### src/rtl/pipeline_pkg.sv
// Shared widths, PC-source encodings and MEM-stage FSM state type for the pipeline.
package pipeline_pkg;

    localparam int unsigned PC_W      = 12;
    localparam int unsigned DATA_W    = 8;
    localparam int unsigned REG_IDX_W = 3;

    localparam logic [1:0] PC_SEQ    = 2'b00;
    localparam logic [1:0] PC_BRANCH = 2'b01;
    localparam logic [1:0] PC_JUMP   = 2'b10;
    localparam logic [1:0] PC_RSVD   = 2'b11;

    typedef enum logic {
        IDLE = 1'b0,
        BUSY = 1'b1
    } mem_state_t;

endpackage

### src/rtl/data_mem.sv
// Data memory: combinational read, synchronous write; contents survive reset.
module data_mem
    import pipeline_pkg::*;
#(
    parameter int unsigned DEPTH = 256
) (
    input  logic              clk,
    input  logic              i_we,
    input  logic [7:0]        i_addr,
    input  logic [DATA_W-1:0] i_wdata,
    output logic [DATA_W-1:0] o_rdata
);

    logic [DATA_W-1:0] r_mem [DEPTH];

    always_ff @(posedge clk) begin
        if (i_we) begin
            r_mem[i_addr] <= i_wdata;
        end
    end

    assign o_rdata = r_mem[i_addr];

endmodule

### src/rtl/mem_stage.sv
// Memory stage: multi-cycle data access with upstream stall, PC redirect and MEM/WB register.
module mem_stage
    import pipeline_pkg::*;
#(
    parameter int unsigned MEM_LATENCY = 1,
    parameter int unsigned DEPTH       = 256
) (
    input  logic                 clk,
    input  logic                 rst_n,
    input  logic [PC_W-1:0]      in_new_branch_pc,
    input  logic [DATA_W-1:0]    in_alu_result,
    input  logic [DATA_W-1:0]    in_data_2,
    input  logic [REG_IDX_W-1:0] in_reg_write,
    input  logic                 in_MEM_mem_read_write,
    input  logic [1:0]           in_MEM_pc_src,
    input  logic                 in_WB_mem_or_alu,
    input  logic                 in_WB_reg_write_signal,
    output logic                 stall,
    output logic [1:0]           out_pc_src,
    output logic [PC_W-1:0]      out_branch_pc,
    output logic [DATA_W-1:0]    out_mem_data,
    output logic [DATA_W-1:0]    out_alu_result,
    output logic [REG_IDX_W-1:0] out_reg_write,
    output logic                 out_WB_mem_or_alu,
    output logic                 out_WB_reg_write_signal
);

    localparam bit         MULTI_CYCLE = (MEM_LATENCY > 1);
    localparam logic [3:0] CNT_INIT    = MULTI_CYCLE ? 4'(MEM_LATENCY - 2) : 4'd0;

    mem_state_t r_state, w_state_nxt;
    logic [3:0] r_cnt, w_cnt_nxt;

    logic w_store, w_load, w_access;
    logic w_busy_stall, w_complete, w_mem_we;
    logic [DATA_W-1:0] w_rdata;

    logic [DATA_W-1:0]    r_mem_data;
    logic [DATA_W-1:0]    r_alu_result;
    logic [REG_IDX_W-1:0] r_reg_write;
    logic                 r_mem_or_alu;
    logic                 r_reg_write_signal;

    assign w_store  = in_MEM_mem_read_write;
    assign w_load   = in_WB_mem_or_alu & ~in_MEM_mem_read_write;
    assign w_access = w_store | w_load;

    always_comb begin
        w_state_nxt  = r_state;
        w_cnt_nxt    = r_cnt;
        w_busy_stall = 1'b0;
        w_complete   = 1'b0;
        unique case (r_state)
            IDLE: begin
                if (w_access && MULTI_CYCLE) begin
                    w_busy_stall = 1'b1;
                    w_state_nxt  = BUSY;
                    w_cnt_nxt    = CNT_INIT;
                end else begin
                    w_complete = 1'b1;
                end
            end
            BUSY: begin
                if (r_cnt != 4'd0) begin
                    w_busy_stall = 1'b1;
                    w_cnt_nxt    = r_cnt - 4'd1;
                end else begin
                    w_complete  = 1'b1;
                    w_state_nxt = IDLE;
                end
            end
            default: w_state_nxt = IDLE;
        endcase
    end

    always_ff @(posedge clk or negedge rst_n) begin
        if (!rst_n) begin
            r_state <= IDLE;
            r_cnt   <= 4'd0;
        end else begin
            r_state <= w_state_nxt;
            r_cnt   <= w_cnt_nxt;
        end
    end

    // Stalled cycles suppress the redirect so fetch sees it exactly once, on completion.
    assign stall         = rst_n & w_busy_stall;
    assign out_branch_pc = in_new_branch_pc;
    assign out_pc_src    = (!rst_n || w_busy_stall || in_MEM_pc_src == PC_RSVD) ? PC_SEQ
                                                                                 : in_MEM_pc_src;

    assign w_mem_we = rst_n & w_complete & w_store;

    data_mem #(
        .DEPTH (DEPTH)
    ) u_data_mem (
        .clk     (clk),
        .i_we    (w_mem_we),
        .i_addr  (in_alu_result),
        .i_wdata (in_data_2),
        .o_rdata (w_rdata)
    );

    always_ff @(posedge clk or negedge rst_n) begin
        if (!rst_n) begin
            r_mem_data         <= '0;
            r_alu_result       <= '0;
            r_reg_write        <= '0;
            r_mem_or_alu       <= 1'b0;
            r_reg_write_signal <= 1'b0;
        end else if (w_complete) begin
            r_mem_data         <= w_rdata;
            r_alu_result       <= in_alu_result;
            r_reg_write        <= in_reg_write;
            r_mem_or_alu       <= in_WB_mem_or_alu;
            r_reg_write_signal <= in_WB_reg_write_signal;
        end else begin
            r_mem_data         <= '0;
            r_alu_result       <= '0;
            r_reg_write        <= '0;
            r_mem_or_alu       <= 1'b0;
            r_reg_write_signal <= 1'b0;
        end
    end

    assign out_mem_data            = r_mem_data;
    assign out_alu_result          = r_alu_result;
    assign out_reg_write           = r_reg_write;
    assign out_WB_mem_or_alu       = r_mem_or_alu;
    assign out_WB_reg_write_signal = r_reg_write_signal;

endmodule

### config.mk
export PLATFORM = sky130hd
export DESIGN_NAME = mem_stage
export DESIGN_NICKNAME = d
export VERILOG_FILES = /design/src/rtl/pipeline_pkg.sv /design/src/rtl/data_mem.sv /design/src/rtl/mem_stage.sv
export SDC_FILE = /design/constraint.sdc
export NUM_CORES = 2
export LEC_CHECK = 0
export ABC_AREA = 1
export CAP_MARGIN = 10
export CELL_PAD_IN_SITES_DETAIL_PLACEMENT = 1
export CELL_PAD_IN_SITES_GLOBAL_PLACEMENT = 1
export CORE_MARGIN = 2
export CORE_UTILIZATION = 35
export CTS_BUF_LIST = sky130_fd_sc_hd__clkbuf_4 sky130_fd_sc_hd__clkbuf_8 sky130_fd_sc_hd__clkbuf_16
export DETAILED_ROUTE_END_ITERATION = 10
export PLACE_DENSITY = 0.57
export SLEW_MARGIN = 10
export SYNTH_ARGS = -nofsm -noshare
export SYNTH_HDL_FRONTEND = slang
export SYNTH_HIERARCHICAL = 1
export SYNTH_SLANG_ARGS = --single-unit
export TNS_END_PERCENT = 10
### constraint.sdc
create_clock -name clk -period 7.2 [get_ports clk]
set_clock_uncertainty 0.15 [all_clocks]
set_input_delay 2.16 -clock clk [delete_from_list [all_inputs] [get_ports clk]]
set_output_delay 2.16 -clock clk [all_outputs]
set_load 0.05 [all_outputs]
=== After elaboration in Yosys (flattened, before gate mapping) ===
Memories as Yosys holds them, arrays and structs flattened.
Index checks and enable logic that the tools add are counted.

* Bits of input ports: 38
* Word-level logic and storage cells: 31
* Memories: 1
* RAM bits: 2048
* Bits in registers: 26

{| class="wikitable"
|+ Memory list
! memory !! depth !! width !! rd ports !! clocked after memory_dff !! write ports !! line !! source
|-
| u_data_mem.r_mem || 256 || 8 || 1 || 0 || 1 || data_mem.sv:14 || <nowiki>logic [DATA_W-1:0] r_mem [DEPTH];</nowiki>
|}

* $add $sub $neg: 1
* Bitwise logic cells: 4
* Reductions and logical operators: 5
* Multiplexer cells: 12
* Eq/ne operators: 1

{| class="wikitable"
|+ Operator list
! operator !! number
|-
| 8-bit 2-to-1 mux || 2
|-
| 1-bit 2-to-1 mux || 7
|-
| 4-bit nonzero test || 1
|-
| 4-bit by 1-bit subtractor with 4-bit output (second input constant) || 1
|-
| 1-bit AND || 3
|-
| 3-bit 2-to-1 mux || 1
|-
| 2-bit equality test (second input constant) || 1
|-
| 1-bit logical OR || 2
|-
| 2-bit 2-to-1 mux || 1
|-
| 1-bit case mux with 2 select lines || 1
|-
| 2-bit AND reduction || 1
|-
| 1-bit logical NOT || 1
|-
| 1-bit NOT || 1
|}

=== Depth between registers and ports, before layout ===
* Depth in word-level cells: 7
* Gate-level depth with buffers: 17
* Depth with buffers taken out: 15

=== Cells and area by module ===
The synthesis kept the hierarchy.

{| class="wikitable"
|+ Modules (own cells, without submodules)
! module !! instances !! sequential area each (µm²) !! area an instance (µm²) !! cells each
|-
| data_mem || 1 || 61499.0 || 84696.2 || 8013
|-
| mem_stage || 1 || 650.6 || 1209.9 || 115
|}

=== Least setup slack after synthesis ===
No wires, ideal clock.

* Path type: input-to-output
* Start point: in in_MEM_pc_src[0]
* End point: out out_pc_src[0]
* Path slack: 1941 ps
* Required time: 4890 ps
* Cell stages on the path: 3
* Arrival: 2949 ps
* Buffers on the path: 0
* Cells stage by stage: nand2_1 nand3_1 nor2_1

* Cells in the longest elaborated chain, start to end: 3

{| class="wikitable"
|+ RTL lines
! element !! line !! source
|-
| start: declaration || mem_stage.sv:15 || <nowiki>input logic [1:0] in_MEM_pc_src,</nowiki>
|-
| 2-bit equality test || mem_stage.sv:89 || <nowiki>assign out_pc_src = (!rst_n || w_busy_stall || in_MEM_pc_src == PC_RSVD) ? PC_SEQ</nowiki>
|-
| 1-bit logical OR || mem_stage.sv:89 ||
|-
| 2-bit 2-to-1 mux (*) || mem_stage.sv:89 ||
|-
| end: declaration || mem_stage.sv:19 || <nowiki>output logic [1:0] out_pc_src,</nowiki>
|}

Mark *: on every way between the ends. The rest lies on a longest branch, timed or not.

=== Worst setup path after layout ===
* Start point: in in_MEM_pc_src[1]
* End point: out out_pc_src[1]

Same word-level chain as after synthesis.

==> results by group <==
STA
  • Tcrit/Tclk final: 83.98%
  • Hold slack: 0.3304 ns
  • Final min period: 6.047 ns
  • RSZ-0062 raised after global routing: false
  • Final setup viols: 0
  • Slew HR: 20.66%
  • Achievable Freq: 165.4 MHz
  • Count of final max-slew check failures: 0
  • Least-Margin Pin Slew: 1.186 ns
  • Setup TNS: 0 ns
  • Final Hold Fails: 0

Final layout
  • FILL cells: 26.64k
  • Most common cell after layout, fill and taps aside: nand2_1
  • Share of cells above drive strength 1: 6.567%
  • Fin area: 0.09717 mm^2
  • Most frequent cells in the layout: 4,769 x nand2_1, 2,048 x edfxtp_1, 362 x nor2_1, 226 x clkbuf_16, 190 x nand3_1
  • Nets: 8,121
  • P&R area growth vs syn: 13.11%
  • Finished Layout Cells: 11.47k

Pwr
  • Power, Total: 26.34 mW
  • Lkg Pwr: 38.11 nW
  • VDD IR-drop max: 0.2155 mV
  • Pwr/cell area: 271.0 mW/mm^2

Worst hold path
  • HP Class: reg -> reg
  • Hold path startpoint: r_cnt[0]$_DFFE_PN0P_

Setup path
  • CP Class: in -> out
  • Crit path arrival time: 3.74 ns
  • Crit end category: output pin
  • CP required: 4.89 ns
  • Crit Reg-Reg Startpoint: r_cnt[0]$_DFFE_PN0P_
  • Critical-path maximum fanout: 2
  • CP Launch Type: input port
  • CP startpoint: in_MEM_pc_src[1]

Logic synthesis
  • Yosys reg bits: 2,074
  • Avg Inst Size Synth: 10.57 um^2
  • Yosys warning count: 6
  • Yosys top cell by area: edfxtp_1
  • Top-area cell type share of the netlist area: 71.59%
  • Post-synthesis sequential area ratio: 72.35%
  • Syn_nets: 8,167
  • Mapped Area: 0.08591 mm^2
  • Top post-synthesis cells by area: edfxtp_1 72%, nand2_1 21%, nor2_1 1.6%, nand3_1 1.1%, buf_2 1.1%
  • Synthesized instance count: 8,128
  • Synth cell types: 26

Clock network
  • Post-CTS Setup Repair Bufs: 0
  • Reg clk slew, reported paths: 0.05 ns
  • TritonCTS Buffers: 226
  • H-tree levels: 4
  • TritonCTS clock tree: done
  • Post-CTS Hold Buffers: 0
  • CTS Sinks: 2,074
  • Cts repair resizes: 0
  • CTS root buffer: clkbuf_16
  • Max clock buf depth: 3
  • Worst skew pair latency: 0.86 ns

Routing
  • Drt initial violations: 4,154
  • Post-DR wirelength/cell: 23.36 um
  • Vias per inst: 4.911
  • Final ANT Viol Nets: 0
  • Drc violations: 0
  • Routed wire length: 268,100 um
  • Pre-Repair DR Iteration Count: 6
  • Via count: 56.34k

Placement
  • GPL Wtd Cong: 0.8411
  • Placed cells: 11.06k
  • Port Buffers: 49
  • HPWL after DPL: 156,500 um
  • DP Area: 0.08977 mm^2

Outcome
  • Status: finished, final reports clean

Die
  • Starting Density: 35.25%
  • Total I/O pin count: 74
  • DIE HEIGHT: 499.4 um
  • Die Wd: 499.4 um
  • Core Rows: 181
  • Core area: 0.2437 mm^2
  • Die Area: 0.2494 mm^2

GRT
  • Antenna violations before repair: 9
  • Overflow after GRT: 0
  • First-pass GRT wire length: 395,200 um
  • Total track usage: 21.23%
  • Vias in the first global route: 58.58k
  • Largest net degree at the start of global routing: 160

Job
  • Max Cap Viol: 0
## synthesized netlist by cell type
cell / count
a21oi_1: 32
and3_2: 1
buf_1: 52
buf_12: 2
buf_2: 182
buf_4: 18
buf_6: 7
clkbuf_1: 170
dfrtp_1: 26
edfxtp_1: 2048
ha_1: 1
inv_1: 58
inv_2: 2
inv_4: 2
inv_6: 1
nand2_1: 4782
nand2_2: 1
nand2_4: 2
nand3_1: 190
nor2_1: 367
nor2_2: 8
nor2_4: 12
nor2_8: 1
o21ai_0: 43
o21ai_1: 119
xnor2_1: 1
## critical path, stage by stage
cell             delay [ns]
clkdlybuf4s50_1        0.45
nand2_1                0.08
nand3_1                0.09
nor2_1                 0.13
clkdlybuf4s50_1        0.82
## power by group
| group | total, mW | switching [mW] | internal (mW) | leakage [nW] |
|---|---|---|---|---|
| Clock | 11.5 | 4.89 | 6.59 | 3.70 |
| Combinational | 1.55 | 1.22 | 0.333 | 15.7 |
| Sequential | 13.3 | 0.0193 | 13.3 | 18.7 |
| Total | 26.3 | 6.13 | 20.2 | 38.1 |
## sequential cells by signal, summed over array words and instances (netlist names)
register                 count
u_data_mem/r_mem          2048
out_alu_result               8
out_mem_data                 8
r_cnt                        4
out_reg_write                3
out_WB_mem_or_alu            1
out_WB_reg_write_signal      1
r_state                      1
## metrics by stage
step           setup WS [ns]  utilization, %
6_report               1.153           39.88
5_1_grt                1.069           39.88
4_1_cts                1.135           39.87
3_5_place_dp           1.088           36.84
3_3_place_gp           1.129           36.84
2_1_floorplan          1.941               -
## logic make-up after synthesis
family          Yosys count  synth area share, %
compound gates          194                1.130
simple gates           5364                23.89
flops                  2074                72.35
buf+inv                 494                2.613
xor+xnor                  1              0.01020
fa+ha+maj                 1              0.01456
## routing by layer
| metal | track usage, % | vias to the layer above | share of wire, % |
|---|---|---|---|
| li1 | - | 26560 | - |
| met1 | 29.22 | 28520 | 46 |
| met2 | 35.86 | 975 | 48 |
| met3 | 2.506 | 287 | 3.7 |
| met4 | 4.874 | 0 | 2.2 |
| met5 | 0 | - | 0 |
## layout make-up
class	count	area [um^2]	area share, %
clock inverters	116	1086	1.118
flip-flops and latches	2074	62150	63.96
repair buffers	157	1759	1.810
inverters	63	275.3	0.2833
multi-input cells	5560	21580	22.21
clock buffers	299	6304	6.487
diodes	2	5.005	0.005151
well taps	3202	4006	4.123
## path summary, 6_finish.rpt
check	depth (start not counted)	slack (ns)	to
max in group asynchronous	2	5.16	out_alu_result[4]$_DFF_PN0_
worst max-delay path	5	1.15	out_pc_src[1]
min in group asynchronous	1	1.03	out_reg_write[0]$_DFF_PN0_
worst min register to register	2	0.33	r_cnt[0]$_DFFE_PN0P_
worst min-delay path	2	0.33	r_cnt[0]$_DFFE_PN0P_
worst max register to register	8	3.05	u_data_mem/r_mem[179][6]$_DFFE_PP_
No activity file was read; power rests on OpenSTA's default activity.
